`src/rtl/ctrl_pkg.sv`:
```
// Shared constants for the microcoded control unit: opcodes, micro-steps and
// the bit layout of the control word produced by the control ROM.
package ctrl_pkg;

  localparam int OPCODE_WIDTH = 4;
  localparam int STEP_WIDTH   = 3;

  typedef enum logic [OPCODE_WIDTH-1:0] {
    OP_NOP = 4'h0,
    OP_LDA = 4'h1,
    OP_ADD = 4'h2,
    OP_SUB = 4'h3,
    OP_STA = 4'h4,
    OP_LDI = 4'h5,
    OP_JMP = 4'h6,
    OP_JC  = 4'h7,
    OP_JZ  = 4'h8,
    OP_OUT = 4'hE,
    OP_HLT = 4'hF
  } opcode_e;

  typedef enum logic [STEP_WIDTH-1:0] {
    T0 = 3'd0,
    T1 = 3'd1,
    T2 = 3'd2,
    T3 = 3'd3,
    T4 = 3'd4
  } step_e;

  // Bits 0..14 are bus strobes; END and HALT steer the step counter only.
  localparam int CW_PC_ENABLE = 0;
  localparam int CW_PC_JUMP   = 1;
  localparam int CW_PC_OUT    = 2;
  localparam int CW_MAR_IN    = 3;
  localparam int CW_RAM_OUT   = 4;
  localparam int CW_RAM_IN    = 5;
  localparam int CW_IR_IN     = 6;
  localparam int CW_IR_OUT    = 7;
  localparam int CW_A_IN      = 8;
  localparam int CW_A_OUT     = 9;
  localparam int CW_B_IN      = 10;
  localparam int CW_ALU_OUT   = 11;
  localparam int CW_ALU_SUB   = 12;
  localparam int CW_FLAGS_IN  = 13;
  localparam int CW_OUT_IN    = 14;
  localparam int CW_END       = 15;
  localparam int CW_HALT      = 16;
  localparam int CTRL_WIDTH   = 17;

endpackage

```
`src/rtl/control_sequencer_if.sv`:
```
// Control-strobe bundle between the sequencer (master) and the datapath
// (slave). No handshake: strobes are level signals valid for the current step.
interface control_sequencer_if;
  import ctrl_pkg::*;

  logic [OPCODE_WIDTH-1:0] opcode;
  logic                    flag_carry;
  logic                    flag_zero;

  logic pc_enable;
  logic pc_jump;
  logic pc_out;
  logic mar_in;
  logic ram_out;
  logic ram_in;
  logic ir_in;
  logic ir_out;
  logic a_in;
  logic a_out;
  logic b_in;
  logic alu_out;
  logic alu_sub;
  logic flags_in;
  logic out_in;

  modport master (
    input  opcode, flag_carry, flag_zero,
    output pc_enable, pc_jump, pc_out, mar_in, ram_out, ram_in, ir_in, ir_out,
           a_in, a_out, b_in, alu_out, alu_sub, flags_in, out_in
  );

  modport slave (
    output opcode, flag_carry, flag_zero,
    input  pc_enable, pc_jump, pc_out, mar_in, ram_out, ram_in, ir_in, ir_out,
           a_in, a_out, b_in, alu_out, alu_sub, flags_in, out_in
  );

endinterface

```
`src/rtl/control_rom.sv`:
```
// Combinational microcode: (step, opcode, flags) -> control word.
// Undefined opcodes fall through to the NOP behaviour.
module control_rom
  import ctrl_pkg::*;
(
  input  step_e                   step_i,
  input  logic [OPCODE_WIDTH-1:0] opcode_i,
  input  logic                    flag_carry_i,
  input  logic                    flag_zero_i,
  output logic [CTRL_WIDTH-1:0]   cw_o
);

  always_comb begin
    cw_o = '0;
    case (step_i)
      T0: begin
        cw_o[CW_PC_OUT] = 1'b1;
        cw_o[CW_MAR_IN] = 1'b1;
      end
      T1: begin
        cw_o[CW_RAM_OUT]   = 1'b1;
        cw_o[CW_IR_IN]     = 1'b1;
        cw_o[CW_PC_ENABLE] = 1'b1;
      end
      T2: begin
        case (opcode_i)
          OP_LDA, OP_ADD, OP_SUB, OP_STA: begin
            cw_o[CW_IR_OUT] = 1'b1;
            cw_o[CW_MAR_IN] = 1'b1;
          end
          OP_LDI: begin
            cw_o[CW_IR_OUT] = 1'b1;
            cw_o[CW_A_IN]   = 1'b1;
            cw_o[CW_END]    = 1'b1;
          end
          OP_JMP: begin
            cw_o[CW_IR_OUT]  = 1'b1;
            cw_o[CW_PC_JUMP] = 1'b1;
            cw_o[CW_END]     = 1'b1;
          end
          OP_JC: begin
            cw_o[CW_IR_OUT]  = flag_carry_i;
            cw_o[CW_PC_JUMP] = flag_carry_i;
            cw_o[CW_END]     = 1'b1;
          end
          OP_JZ: begin
            cw_o[CW_IR_OUT]  = flag_zero_i;
            cw_o[CW_PC_JUMP] = flag_zero_i;
            cw_o[CW_END]     = 1'b1;
          end
          OP_OUT: begin
            cw_o[CW_A_OUT]  = 1'b1;
            cw_o[CW_OUT_IN] = 1'b1;
            cw_o[CW_END]    = 1'b1;
          end
          OP_HLT: begin
            cw_o[CW_HALT] = 1'b1;
            cw_o[CW_END]  = 1'b1;
          end
          default: cw_o[CW_END] = 1'b1;
        endcase
      end
      T3: begin
        case (opcode_i)
          OP_LDA: begin
            cw_o[CW_RAM_OUT] = 1'b1;
            cw_o[CW_A_IN]    = 1'b1;
            cw_o[CW_END]     = 1'b1;
          end
          OP_ADD, OP_SUB: begin
            cw_o[CW_RAM_OUT] = 1'b1;
            cw_o[CW_B_IN]    = 1'b1;
          end
          OP_STA: begin
            cw_o[CW_A_OUT]  = 1'b1;
            cw_o[CW_RAM_IN] = 1'b1;
            cw_o[CW_END]    = 1'b1;
          end
          default: cw_o[CW_END] = 1'b1;
        endcase
      end
      T4: begin
        if (opcode_i == OP_ADD || opcode_i == OP_SUB) begin
          cw_o[CW_ALU_OUT]  = 1'b1;
          cw_o[CW_A_IN]     = 1'b1;
          cw_o[CW_FLAGS_IN] = 1'b1;
          cw_o[CW_ALU_SUB]  = (opcode_i == OP_SUB);
        end
        cw_o[CW_END] = 1'b1;
      end
      default: cw_o[CW_END] = 1'b1;
    endcase
  end

endmodule

```
`src/rtl/control_sequencer.sv`:
```
// Step counter and halt latch around the control ROM; strobes are gated off
// combinationally while in reset or halted.
module control_sequencer
  import ctrl_pkg::*;
#(
  parameter int OPCODE_WIDTH = 4,
  parameter int STEP_WIDTH   = 3
) (
  input  logic                  clk,
  input  logic                  rst_n,
  control_sequencer_if.master   bus,
  output logic                  halted,
  output logic [STEP_WIDTH-1:0] step
);

  step_e                   step_q, step_d;
  logic                    halted_q, halted_d;
  logic [OPCODE_WIDTH-1:0] opcode;
  logic [CTRL_WIDTH-1:0]   cw;
  logic                    gate;

  assign opcode = bus.opcode;

  control_rom u_rom (
    .step_i       (step_q),
    .opcode_i     (opcode),
    .flag_carry_i (bus.flag_carry),
    .flag_zero_i  (bus.flag_zero),
    .cw_o         (cw)
  );

  always_ff @(posedge clk or negedge rst_n) begin
    if (!rst_n) begin
      step_q   <= T0;
      halted_q <= 1'b0;
    end else begin
      step_q   <= step_d;
      halted_q <= halted_d;
    end
  end

  // Anything past T4 is unreachable, but is folded back to T0 for safety.
  always_comb begin
    step_d   = step_q;
    halted_d = halted_q;
    if (halted_q) begin
      step_d = T0;
    end else if (cw[CW_HALT]) begin
      halted_d = 1'b1;
      step_d   = T0;
    end else if (cw[CW_END] || step_q >= T4) begin
      step_d = T0;
    end else begin
      step_d = step_e'(step_q + 3'd1);
    end
  end

  assign gate   = rst_n & ~halted_q;
  assign halted = halted_q;
  assign step   = step_q;

  assign bus.pc_enable = gate & cw[CW_PC_ENABLE];
  assign bus.pc_jump   = gate & cw[CW_PC_JUMP];
  assign bus.pc_out    = gate & cw[CW_PC_OUT];
  assign bus.mar_in    = gate & cw[CW_MAR_IN];
  assign bus.ram_out   = gate & cw[CW_RAM_OUT];
  assign bus.ram_in    = gate & cw[CW_RAM_IN];
  assign bus.ir_in     = gate & cw[CW_IR_IN];
  assign bus.ir_out    = gate & cw[CW_IR_OUT];
  assign bus.a_in      = gate & cw[CW_A_IN];
  assign bus.a_out     = gate & cw[CW_A_OUT];
  assign bus.b_in      = gate & cw[CW_B_IN];
  assign bus.alu_out   = gate & cw[CW_ALU_OUT];
  assign bus.alu_sub   = gate & cw[CW_ALU_SUB];
  assign bus.flags_in  = gate & cw[CW_FLAGS_IN];
  assign bus.out_in    = gate & cw[CW_OUT_IN];

endmodule

```
`src/flat_wrapper.sv`:
```
// flat-port wrapper written by rule: the top's interface ports become plain ports
module control_sequencer_flat import ctrl_pkg::*;
#(
  parameter int OPCODE_WIDTH = 4,
  parameter int STEP_WIDTH   = 3
)
  (clk, rst_n, halted, step, bus_opcode, bus_flag_carry, bus_flag_zero, bus_pc_enable, bus_pc_jump, bus_pc_out, bus_mar_in, bus_ram_out, bus_ram_in, bus_ir_in, bus_ir_out, bus_a_in, bus_a_out, bus_b_in, bus_alu_out, bus_alu_sub, bus_flags_in, bus_out_in);
  control_sequencer_if bus_i ();
  input  logic clk;
  input  logic rst_n;
  output logic halted;
  output logic [STEP_WIDTH-1:0] step;
  input wire logic [$bits(bus_i.opcode)-1:0] bus_opcode;
  input wire logic [$bits(bus_i.flag_carry)-1:0] bus_flag_carry;
  input wire logic [$bits(bus_i.flag_zero)-1:0] bus_flag_zero;
  output wire logic [$bits(bus_i.pc_enable)-1:0] bus_pc_enable;
  output wire logic [$bits(bus_i.pc_jump)-1:0] bus_pc_jump;
  output wire logic [$bits(bus_i.pc_out)-1:0] bus_pc_out;
  output wire logic [$bits(bus_i.mar_in)-1:0] bus_mar_in;
  output wire logic [$bits(bus_i.ram_out)-1:0] bus_ram_out;
  output wire logic [$bits(bus_i.ram_in)-1:0] bus_ram_in;
  output wire logic [$bits(bus_i.ir_in)-1:0] bus_ir_in;
  output wire logic [$bits(bus_i.ir_out)-1:0] bus_ir_out;
  output wire logic [$bits(bus_i.a_in)-1:0] bus_a_in;
  output wire logic [$bits(bus_i.a_out)-1:0] bus_a_out;
  output wire logic [$bits(bus_i.b_in)-1:0] bus_b_in;
  output wire logic [$bits(bus_i.alu_out)-1:0] bus_alu_out;
  output wire logic [$bits(bus_i.alu_sub)-1:0] bus_alu_sub;
  output wire logic [$bits(bus_i.flags_in)-1:0] bus_flags_in;
  output wire logic [$bits(bus_i.out_in)-1:0] bus_out_in;
  assign bus_i.opcode = bus_opcode;
  assign bus_i.flag_carry = bus_flag_carry;
  assign bus_i.flag_zero = bus_flag_zero;
  assign bus_pc_enable = bus_i.pc_enable;
  assign bus_pc_jump = bus_i.pc_jump;
  assign bus_pc_out = bus_i.pc_out;
  assign bus_mar_in = bus_i.mar_in;
  assign bus_ram_out = bus_i.ram_out;
  assign bus_ram_in = bus_i.ram_in;
  assign bus_ir_in = bus_i.ir_in;
  assign bus_ir_out = bus_i.ir_out;
  assign bus_a_in = bus_i.a_in;
  assign bus_a_out = bus_i.a_out;
  assign bus_b_in = bus_i.b_in;
  assign bus_alu_out = bus_i.alu_out;
  assign bus_alu_sub = bus_i.alu_sub;
  assign bus_flags_in = bus_i.flags_in;
  assign bus_out_in = bus_i.out_in;
  control_sequencer #(.OPCODE_WIDTH(OPCODE_WIDTH), .STEP_WIDTH(STEP_WIDTH)) u_core (.clk(clk), .rst_n(rst_n), .bus(bus_i), .halted(halted), .step(step));
endmodule
```
`config.mk`:
```
export PLATFORM = sky130hd
export DESIGN_NAME = control_sequencer_flat
export DESIGN_NICKNAME = d
export VERILOG_FILES = /design/src/rtl/ctrl_pkg.sv /design/src/rtl/control_sequencer_if.sv /design/src/rtl/control_rom.sv /design/src/rtl/control_sequencer.sv /design/src/flat_wrapper.sv
export SDC_FILE = /design/constraint.sdc
export NUM_CORES = 1
export LEC_CHECK = 0
export CORE_MARGIN = 3
export CORE_UTILIZATION = 43
export CTS_CLUSTER_DIAMETER = 100
export DETAILED_ROUTE_END_ITERATION = 8
export GPL_TIMING_DRIVEN = 0
export PLACE_DENSITY_LB_ADDON = 0.15
export SLEW_MARGIN = 20
export SYNTH_ARGS = -nofsm -noshare
export SYNTH_HDL_FRONTEND = slang
export SYNTH_HIERARCHICAL = 1
export SYNTH_SLANG_ARGS = --single-unit
```
`constraint.sdc`:
```
create_clock -name clk -period 4.6 [get_ports clk]
set_clock_uncertainty 0.1 [all_clocks]
set_input_delay 0.69 -clock clk [delete_from_list [all_inputs] [get_ports clk]]
set_output_delay 0.69 -clock clk [all_outputs]
set_load 0.01 [all_outputs]
```
**Word level (Yosys, flattened, before mapping)**

Index checks and enable logic that the tools add are counted.

- Bitwise logic cells: 16
- Magnitude comparators: 1
- Muxes and demuxes: 33
- Eq/ne operators: 14
- Add/sub/neg operators: 1
- Reductions and logical operators: 8

Operators with widths:

| operator | count |
|---|---|
| 1-bit two-way mux | 21 |
| 4-bit by 3-bit == test with 1-bit output, second input constant | 4 |
| 1-bit bitwise AND | 15 |
| 3-bit two-way mux | 5 |
| 4-bit == test, second input constant | 3 |
| 1-bit case mux with 3 select lines | 4 |
| 4-bit by 2-bit == test with 1-bit output, second input constant | 2 |
| 3-bit by 2-bit == test with 1-bit output, second input constant | 2 |
| 1-bit case mux with 2 select lines | 3 |
| 6-bit OR reduction | 1 |
| 4-bit by 1-bit == test with 1-bit output, second input constant | 1 |
| 2-bit OR reduction | 2 |
| 4-bit OR reduction | 1 |
| 3-bit by 1-bit adder with 3-bit output, second input constant | 1 |
| 3-bit by 1-bit == test with 1-bit output, second input constant | 1 |
| 3-bit == test, second input constant | 1 |
| 3-bit greater-or-equal comparator, second input constant | 1 |
| 3-bit logical NOT | 1 |
| 3-bit OR reduction | 1 |
| 1-bit logical OR | 2 |
| 1-bit inverter | 1 |

- Flip-flop bits (word level): 4
- Input bits: 8
- Word-level logic and storage cells: 75
- Output and inout port bits: 19

**Longest topological paths before layout**

Gate-level depths: netlist of the first run.

- Depth in word-level cells: 8
- Gate-level depth with buffers: 6
- Mapped depth without buffers: 5

**Modules after synthesis**

The synthesis of the first run kept the hierarchy.

By module, submodules not included:

| module | area each (sq um) | instances | cells each | seq. area each (sq um) |
|---|---|---|---|---|
| control_rom | 330.3 | 1 | 48 | 0.0 |
| control_sequencer | 260.2 | 1 | 27 | 100.1 |

**Worst setup path after synthesis of the first run**

No wires, ideal clock.

- Kind: input port to output port
- From: input port bus_opcode[3]
- To: output port bus_alu_sub
- Stages: 5
- Setup slack: 2.058 ns
- Data arrival time: 1.752 ns
- Path buffers: 1
- Data required time: 3.810 ns
- Path through: buf_6 > or3b_4 > nor4b_4 > and2_1 > and2_1

- Cells in the longest elaborated chain, start to end: 5
- Elaborated cells on any way between the ends: 6
- Those cells by class: 2 x eq/ne; 2 x mux; 1 x bitwise; 1 x reduce/logical

RTL lines:

| item | line | RTL |
|---|---|---|
| start: declaration | flat_wrapper.sv:13 | `input wire logic [$bits(bus_i.opcode)-1:0] bus_opcode;` |
| 4-bit by 2-bit == test with 1-bit output (on tied branches) | control_rom.sv:83, control_rom.sv:87 |  |
| 1-bit logical OR | control_rom.sv:83 | `if (opcode_i == OP_ADD \|\| opcode_i == OP_SUB) begin` |
| 3-bit two-way mux (*) | control_rom.sv:83 |  |
| 3-bit two-way mux (*) | control_rom.sv:15 | `case (step_i)` |
| net u_core.cw[12] | control_sequencer.sv:19 | `logic [CTRL_WIDTH-1:0] cw;` |
| 1-bit bitwise AND (*) | control_sequencer.sv:74 | `assign bus.alu_sub = gate & cw[CW_ALU_SUB];` |
| end: declaration | flat_wrapper.sv:28 | `output wire logic [$bits(bus_i.alu_sub)-1:0] bus_alu_sub;` |

The timed path passes the listed nets; every way through them passes the cells marked *.

**Worst setup path after layout of the first run**

- From: input port bus_opcode[2]
- To: output port bus_alu_sub

The elaborated chain is that of the path after synthesis.

==> results of run 1 <==
-- worst register-to-register path, delay by kind of cell (launching register included) --
family                 cells  cell delay [ns]
AND/OR/NAND/NOR            5             0.87
flip-flops                 1             0.41
buffers and inverters      1             0.18
-- worst max path at each step --
stage | start | to | slack, ns | cells past startpoint
floorplan | bus_opcode[3] | bus_alu_sub | 2.06 | 5
global placement | bus_opcode[2] | bus_alu_sub | 1.17 | 6
detailed placement | bus_opcode[2] | bus_alu_sub | 1.15 | 6
CTS | bus_opcode[2] | bus_alu_sub | 1.15 | 6
global route | bus_opcode[2] | bus_flags_in | 1.07 | 6
finish | bus_opcode[2] | bus_alu_sub | 1.16 | 6
-- kinds of logic after synthesis --
group	share of synthesized area [%]
xor gates and xnor gates	1.483
adders and majority gates	2.118
buffers and inverters	12.07
DFF	16.95
and+or+nand+nor	52.33
AOI/OAI and AO/OA	15.04
-- sequential cells by signal (all words and copies together), names as in the netlist --
| name | count |
|---|---|
| u_core/halted | 1 |
| u_core/step | 3 |
-- metrics by stage --
step,instances,utilization (%)
2_1_floorplan,75,-
3_3_place_gp,112,69.79
3_5_place_dp,112,69.79
4_1_cts,115,71.67
5_1_grt,115,71.67
6_report,115,71.67
-- area by class of cell --
cell class / count / area share, %
multi-input combinational: 62 / 48.69
timing repair buffer: 23 / 26.74
inverter: 1 / 0.4360
sequential: 4 / 11.63
buffer: 8 / 7.849
clock buffer: 3 / 2.616
tap: 14 / 2.035
-- per-layer routing --
| metal | share of wire, % | wire [um] | global-route usage, % |
|---|---|---|---|
| met5 | 0 | 0 | 0 |
| met4 | 1.1 | 14 | 7.229 |
| met3 | 6.1 | 80 | 5.085 |
| met2 | 50 | 658 | 24.55 |
| met1 | 42 | 549 | 21.11 |
-- power groups by stage --
stage / logic (W) / clock network [W] / registers (W)
2_1_floorplan: 0.000118 / 0 / 0.0000745
3_3_place_gp: 0.000194 / 0 / 0.0000719
3_5_place_dp: 0.000197 / 0 / 0.0000720
4_1_cts: 0.000200 / 0.0000477 / 0.0000716
5_1_grt: 0.000220 / 0.0000505 / 0.0000744
6_report: 0.000197 / 0.0000448 / 0.0000710
-- cell usage in the layout (no fill, tap or decap), types with 3 or more instances in the layout --
| cell | n |
|---|---|
| nor2_1 | 6 |
| clkdlybuf4s50_1 | 23 |
| buf_4 | 3 |
| dfrtp_1 | 4 |
| and2_1 | 18 |
| nor3_1 | 3 |
| nor3b_1 | 4 |
| nand2_1 | 6 |
| clkbuf_4 | 3 |
==> results_tabular.tex, run 1 <==
\begin{tabular}{lr}
\hline
Metric & Value \\
\hline
\multicolumn{2}{l}{\textbf{Route}} \\
First drt pass iteration count & 4 \\
Avg WL per Cell & 11.33 um \\
Initial drt markers & 14 \\
Count of vias placed by the detailed router & 600 \\
\# DRC & 0 \\
Final wirelength & 1303 um \\
DRT antenna net count & 0 \\
DR vias/cell & 5.217 \\
\multicolumn{2}{l}{\textbf{CTS}} \\
Clock root cell & clkbuf\_4 \\
CTS hold repair buffers & 0 \\
Number of levels the H-tree was split into & 1 \\
Clk sink count & 4 \\
Clock-pin slew on the worst setup and hold paths & 0.04 ns \\
TritonCTS clock tree & built \\
Post-CTS setup-driven buffer insertion count & 0 \\
Bufs on Longest Clock Path & 2 \\
Number of CTS-inserted buffers & 3 \\
Worst skew pair latency & 0.24 ns \\
Resize count post-CTS & 0 \\
\multicolumn{2}{l}{\textbf{Worst setup path}} \\
Register-to-register setup slack & 2.92 ns \\
Arrival time at the worst endpoint & 2.65 ns \\
Maximum fanout along the worst path & 4 \\
Cell-by-cell trace of the critical path & clkdlybuf4s50\_1 > or3b\_4 > nor4b\_4 > and2\_1 > and2\_1 > clkdlybuf4s50\_1 \\
Worst path required time & 3.81 ns \\
Critical path buffers and inverters & 2 \\
Slowest cell on the critical path & clkdlybuf4s50\_1 \\
Startpoint kind of the worst setup timing path & input pin \\
Logic depth of the worst register-to-register path & 6 \\
Critical path's top delay family & simple AND/OR/NAND/NOR gates \\
Startpoint-to-endpoint class of the critical path & in2out \\
Start of the worst register-to-register path & u\_core/step[0] \\
Capture instance of the worst register-to-register path & u\_core/step[2] \\
Kind of end point of the critical path & output pin \\
Highest cell delay on the worst timing path & 0.52 ns \\
\multicolumn{2}{l}{\textbf{Finish}} \\
Filler Cells Inserted & 104 \\
Fraction of layout cells with a size suffix above 1 & 16.83\% \\
Area of the multi-input gates & 419.2 um2 \\
Final non-filler cell area & 860.8 um2 \\
Diodes inserted & 0 \\
Nets@finish & 112 \\
Storage element area & 100.1 um2 \\
Area Growth Syn to Fin & 45.76\% \\
\multicolumn{2}{l}{\textbf{Global routing}} \\
Initial antenna violation count & 0 \\
Number of global-route vias before repair & 502 \\
Largest net degree at the start of global routing & 11 \\
First-pass GRT wire length & 2249 um \\
Total routing resource utilization after global routing & 16.32\% \\
Global-route congestion overflow total & 0 \\
\multicolumn{2}{l}{\textbf{STA}} \\
Setup violations, final & 0 \\
Peak clock frequency supported by timing & 291.0 MHz \\
Pins over their slew limit & 0 \\
Sum of negative setup slack & 0 ns \\
Number of hold-slack violations in the final timing report & 0 \\
Unrepaired setup endpoints after global routing & no \\
Fin Hold WS & 0.4109 ns \\
Clock period minus final worst setup slack & 3.437 ns \\
Final period utilization & 74.72\% \\
Worst slew pin tran & 0.3652 ns \\
Setup ws final & 1.163 ns \\
Slew margin rel. & 75.60\% \\
\multicolumn{2}{l}{\textbf{Power and ir drop}} \\
Cell Int Power & 0.0001928 W \\
Clock group share of total power & 14.3\% \\
Logic pwr share & 63.0\% \\
Sequential power share & 22.7\% \\
Switching Power & 0.0001198 W \\
Post-route total power & 0.0003126 W \\
Peak supply drop & 0.0003254 V \\
Switching share of power & 38.33\% \\
Power per standard cell area & 363.2 nW/um2 \\
Pleak & 0.3412 nW \\
\multicolumn{2}{l}{\textbf{Yosys}} \\
Synth warnings & 6 \\
Mean post-synth cell area & 7.874 um2 \\
Proportion of synthesized flip-flops having asynchronous set or reset & 100.0\% \\
Net Count, Synth & 84 \\
Commonest cells in the netlist & 18 x and2\_1, 6 x nand2\_1, 6 x nor2\_1 \\
Post-Synthesis Cells & 75 \\
Count of different cell masters after synthesis & 34 \\
Ys flop type & dfrtp\_1 \\
Netlist area before placement & 590.6 um2 \\
Cell with the most instances after synthesis & and2\_1 \\
Top cells by area, synth & and2\_1 19\%, dfrtp\_1 17\%, nor3b\_1 5.1\%, nor4b\_4 4.0\%, buf\_4 3.8\% \\
Yosys top cell by area & and2\_1 \\
Top-area cell type share of the netlist area & 19.07\% \\
Seq/Total Area, Yosys & 16.95\% \\
EDFF count, synth & 0 \\
Flip-flop and latch count after synthesis & 4 \\
\multicolumn{2}{l}{\textbf{Placed design}} \\
DP Worst Slack & 1.152 ns \\
Post-placement cell area & 838.3 um2 \\
Count of buffers inserted at the top-level ports & 23 \\
Placer Congestion & 0.6978 \\
DPL Wire Length & 981.8 um \\
\multicolumn{2}{l}{\textbf{Flow run}} \\
Max-cap violations & 0 \\
\multicolumn{2}{l}{\textbf{Floorplan}} \\
Total die area & 1854 um2 \\
I/O pin count & 27 \\
Die X & 43.06 um \\
Die Y-Extent & 43.06 um \\
Initial Utilization & 49.17\% \\
Placeable core area & 1201 um2 \\
Floorplan row count & 12 \\
\multicolumn{2}{l}{\textbf{Worst hold path}} \\
Worst min path class & reg2reg \\
Min-Delay Startpoint & u\_core/step[0] \\
Worst-case hold path end point & u\_core/step[0] \\
Number of instances on the worst hold path & 1 \\
\multicolumn{2}{l}{\textbf{Status}} \\
Outcome & finished clean \\
\hline
\end{tabular}
No activity file was read; power rests on OpenSTA's default activity.
==> inputs of run 2 (changes only) <==
CORE_ASPECT_RATIO = 1.25   (was unset)
CORE_UTILIZATION = 36   (was 43)
clock period = 2.9 ns   (was 4.6 ns; I/O delays follow)
==> results_tabular.tex, run 2 (synthesis gave the netlist of run 1 again) <==
\begin{tabular}{lr}
\hline
Metric & Value \\
\hline
\multicolumn{2}{l}{\textbf{CTS}} \\
Clock root cell & clkbuf\_4 \\
TritonCTS clock tree & built \\
CTS hold repair buffers & 0 \\
Worst skew pair latency & 0.23 ns \\
Clk sink count & 4 \\
Bufs on Longest Clock Path & 2 \\
Number of CTS-inserted buffers & 3 \\
Clock-pin slew on the worst setup and hold paths & 0.04 ns \\
Number of levels the H-tree was split into & 1 \\
\multicolumn{2}{l}{\textbf{Worst setup path}} \\
Maximum fanout along the worst path & 4 \\
Start of the worst register-to-register path & u\_core/step[0] \\
Logic depth of the worst register-to-register path & 6 \\
Capture instance of the worst register-to-register path & u\_core/step[1] \\
Startpoint kind of the worst setup timing path & input pin \\
Arrival time at the worst endpoint & 2.29 ns \\
Kind of end point of the critical path & output pin \\
Startpoint-to-endpoint class of the critical path & in2out \\
Worst path required time & 2.37 ns \\
Register-to-register setup slack & 1.29 ns \\
\multicolumn{2}{l}{\textbf{Global routing}} \\
Global-route congestion overflow total & 0 \\
Number of global-route vias before repair & 520 \\
Total routing resource utilization after global routing & 13.88\% \\
First-pass GRT wire length & 2318 um \\
Largest net degree at the start of global routing & 11 \\
Initial antenna violation count & 0 \\
\multicolumn{2}{l}{\textbf{Placed design}} \\
Count of buffers inserted at the top-level ports & 23 \\
DPL Wire Length & 1023 um \\
Placer Congestion & 0.7015 \\
\multicolumn{2}{l}{\textbf{Floorplan}} \\
Die Y-Extent & 51.29 um \\
I/O pin count & 27 \\
Total die area & 2166 um2 \\
Floorplan row count & 15 \\
Initial Utilization & 40.34\% \\
Die X & 42.23 um \\
Placeable core area & 1464 um2 \\
\multicolumn{2}{l}{\textbf{STA}} \\
Peak clock frequency supported by timing & 353.6 MHz \\
Final period utilization & 97.51\% \\
Slew margin rel. & 74.75\% \\
Clock period minus final worst setup slack & 2.828 ns \\
Setup violations, final & 0 \\
Number of hold-slack violations in the final timing report & 0 \\
Worst slew pin tran & 0.3780 ns \\
Pins over their slew limit & 0 \\
Sum of negative setup slack & 0 ns \\
\multicolumn{2}{l}{\textbf{Status}} \\
Outcome & finished clean \\
\multicolumn{2}{l}{\textbf{Power and ir drop}} \\
Pleak & 0.3847 nW \\
Power per standard cell area & 559.9 nW/um2 \\
Peak supply drop & 0.0003517 V \\
\multicolumn{2}{l}{\textbf{Flow run}} \\
Max-cap violations & 0 \\
\multicolumn{2}{l}{\textbf{Route}} \\
First drt pass iteration count & 2 \\
Initial drt markers & 5 \\
DR vias/cell & 4.975 \\
Avg WL per Cell & 10.98 um \\
Final wirelength & 1317 um \\
\# DRC & 0 \\
Count of vias placed by the detailed router & 597 \\
DRT antenna net count & 0 \\
\multicolumn{2}{l}{\textbf{Finish}} \\
Most common cell after layout, fill and taps aside & clkdlybuf4s50\_1 \\
Area of the multi-input gates & 424.2 um2 \\
Storage element area & 100.1 um2 \\
Filler Cells Inserted & 158 \\
Largest register FFs & 3 \\
Diodes inserted & 0 \\
Commonest cells after routing, fill and taps aside & 19 x clkdlybuf4s50\_1, 18 x and2\_1, 6 x nor2\_1, 6 x nand2\_1, 5 x buf\_4 \\
Nets@finish & 114 \\
Fraction of layout cells with a size suffix above 1 & 19.42\% \\
Area Growth Syn to Fin & 49.79\% \\
Final standard cell utilization of the core & 60.43\% \\
\multicolumn{2}{l}{\textbf{Worst hold path}} \\
Worst min path class & in2async \\
\hline
\end{tabular}
[run 2: layout make-up]
class	instances	share of cell area (%)
inverters	1	0.4243
multi-input cells	62	47.95
clock buffers	3	2.546
well taps	17	2.405
plain buffers	8	7.638
flip-flops and latches	4	11.32
repair buffers	25	27.72
[run 2: worst max-delay path, cell delays in order]
cell and delay (ns):
clkdlybuf4s50_1 0.45, or3b_4 0.41, nor4b_4 0.32, buf_4 0.16
buf_4 0.10, buf_4 0.09, and2_1 0.10, clkdlybuf4s15_1 0.23
[run 2: timing repair]
action,in CTS,in global routing
resized for setup,3,3
setup buffers,1,1
endpoints found under the hold margin,0,0
pin swaps,0,1
gates cloned,0,0
setup endpoints to repair,3,2
[run 2: worst max-delay path by stage]
| stage | startpoint | to | slack (ns) | cells after the start |
|---|---|---|---|---|
| global route | bus_opcode[2] | bus_flags_in | -0.005 | 8 |
| floorplan | bus_opcode[3] | bus_alu_sub | 0.87 | 5 |
| CTS | bus_opcode[2] | bus_a_in | 0.01 | 6 |
| finish | bus_opcode[2] | bus_flags_in | 0.07 | 8 |
| detailed placement | bus_opcode[2] | bus_alu_sub | -0.05 | 6 |
| global placement | bus_opcode[2] | bus_alu_sub | -0.04 | 6 |
[run 2: metal layers]
layer / GRT usage, % / vias up / wire, um
met3: 2.465 / 0 / 48
met1: 18.72 / 268 / 590
met5: 0 / - / 0
met4: 7.772 / 0 / 0
li1: - / 314 / -
met2: 20.56 / 15 / 679
[run 2: where the power goes]
part           total [W]  switching [W]  leakage [nW]  internal (W)
combinational   0.000314       0.000131         0.319      0.000183
sequential      0.000115      0.0000384        0.0517     0.0000769
clock          0.0000660      0.0000200        0.0138     0.0000461
[run 2: per-stage QoR]
stage          instance area, um2  setup slack, ns  hold slack (ns)  instances  power [W]
2_1_floorplan               590.6           0.8680          0.03941         75  0.0003059
3_3_place_gp                842.1         -0.04071           0.4068        115  0.0004262
3_5_place_dp                842.1         -0.05385           0.4144        115  0.0004307
4_1_cts                     868.3          0.01203           0.3142        119  0.0005027
5_1_grt                     884.6        -0.004607           0.3122        120  0.0005456
6_report                    884.6          0.07216           0.3136        120  0.0004953
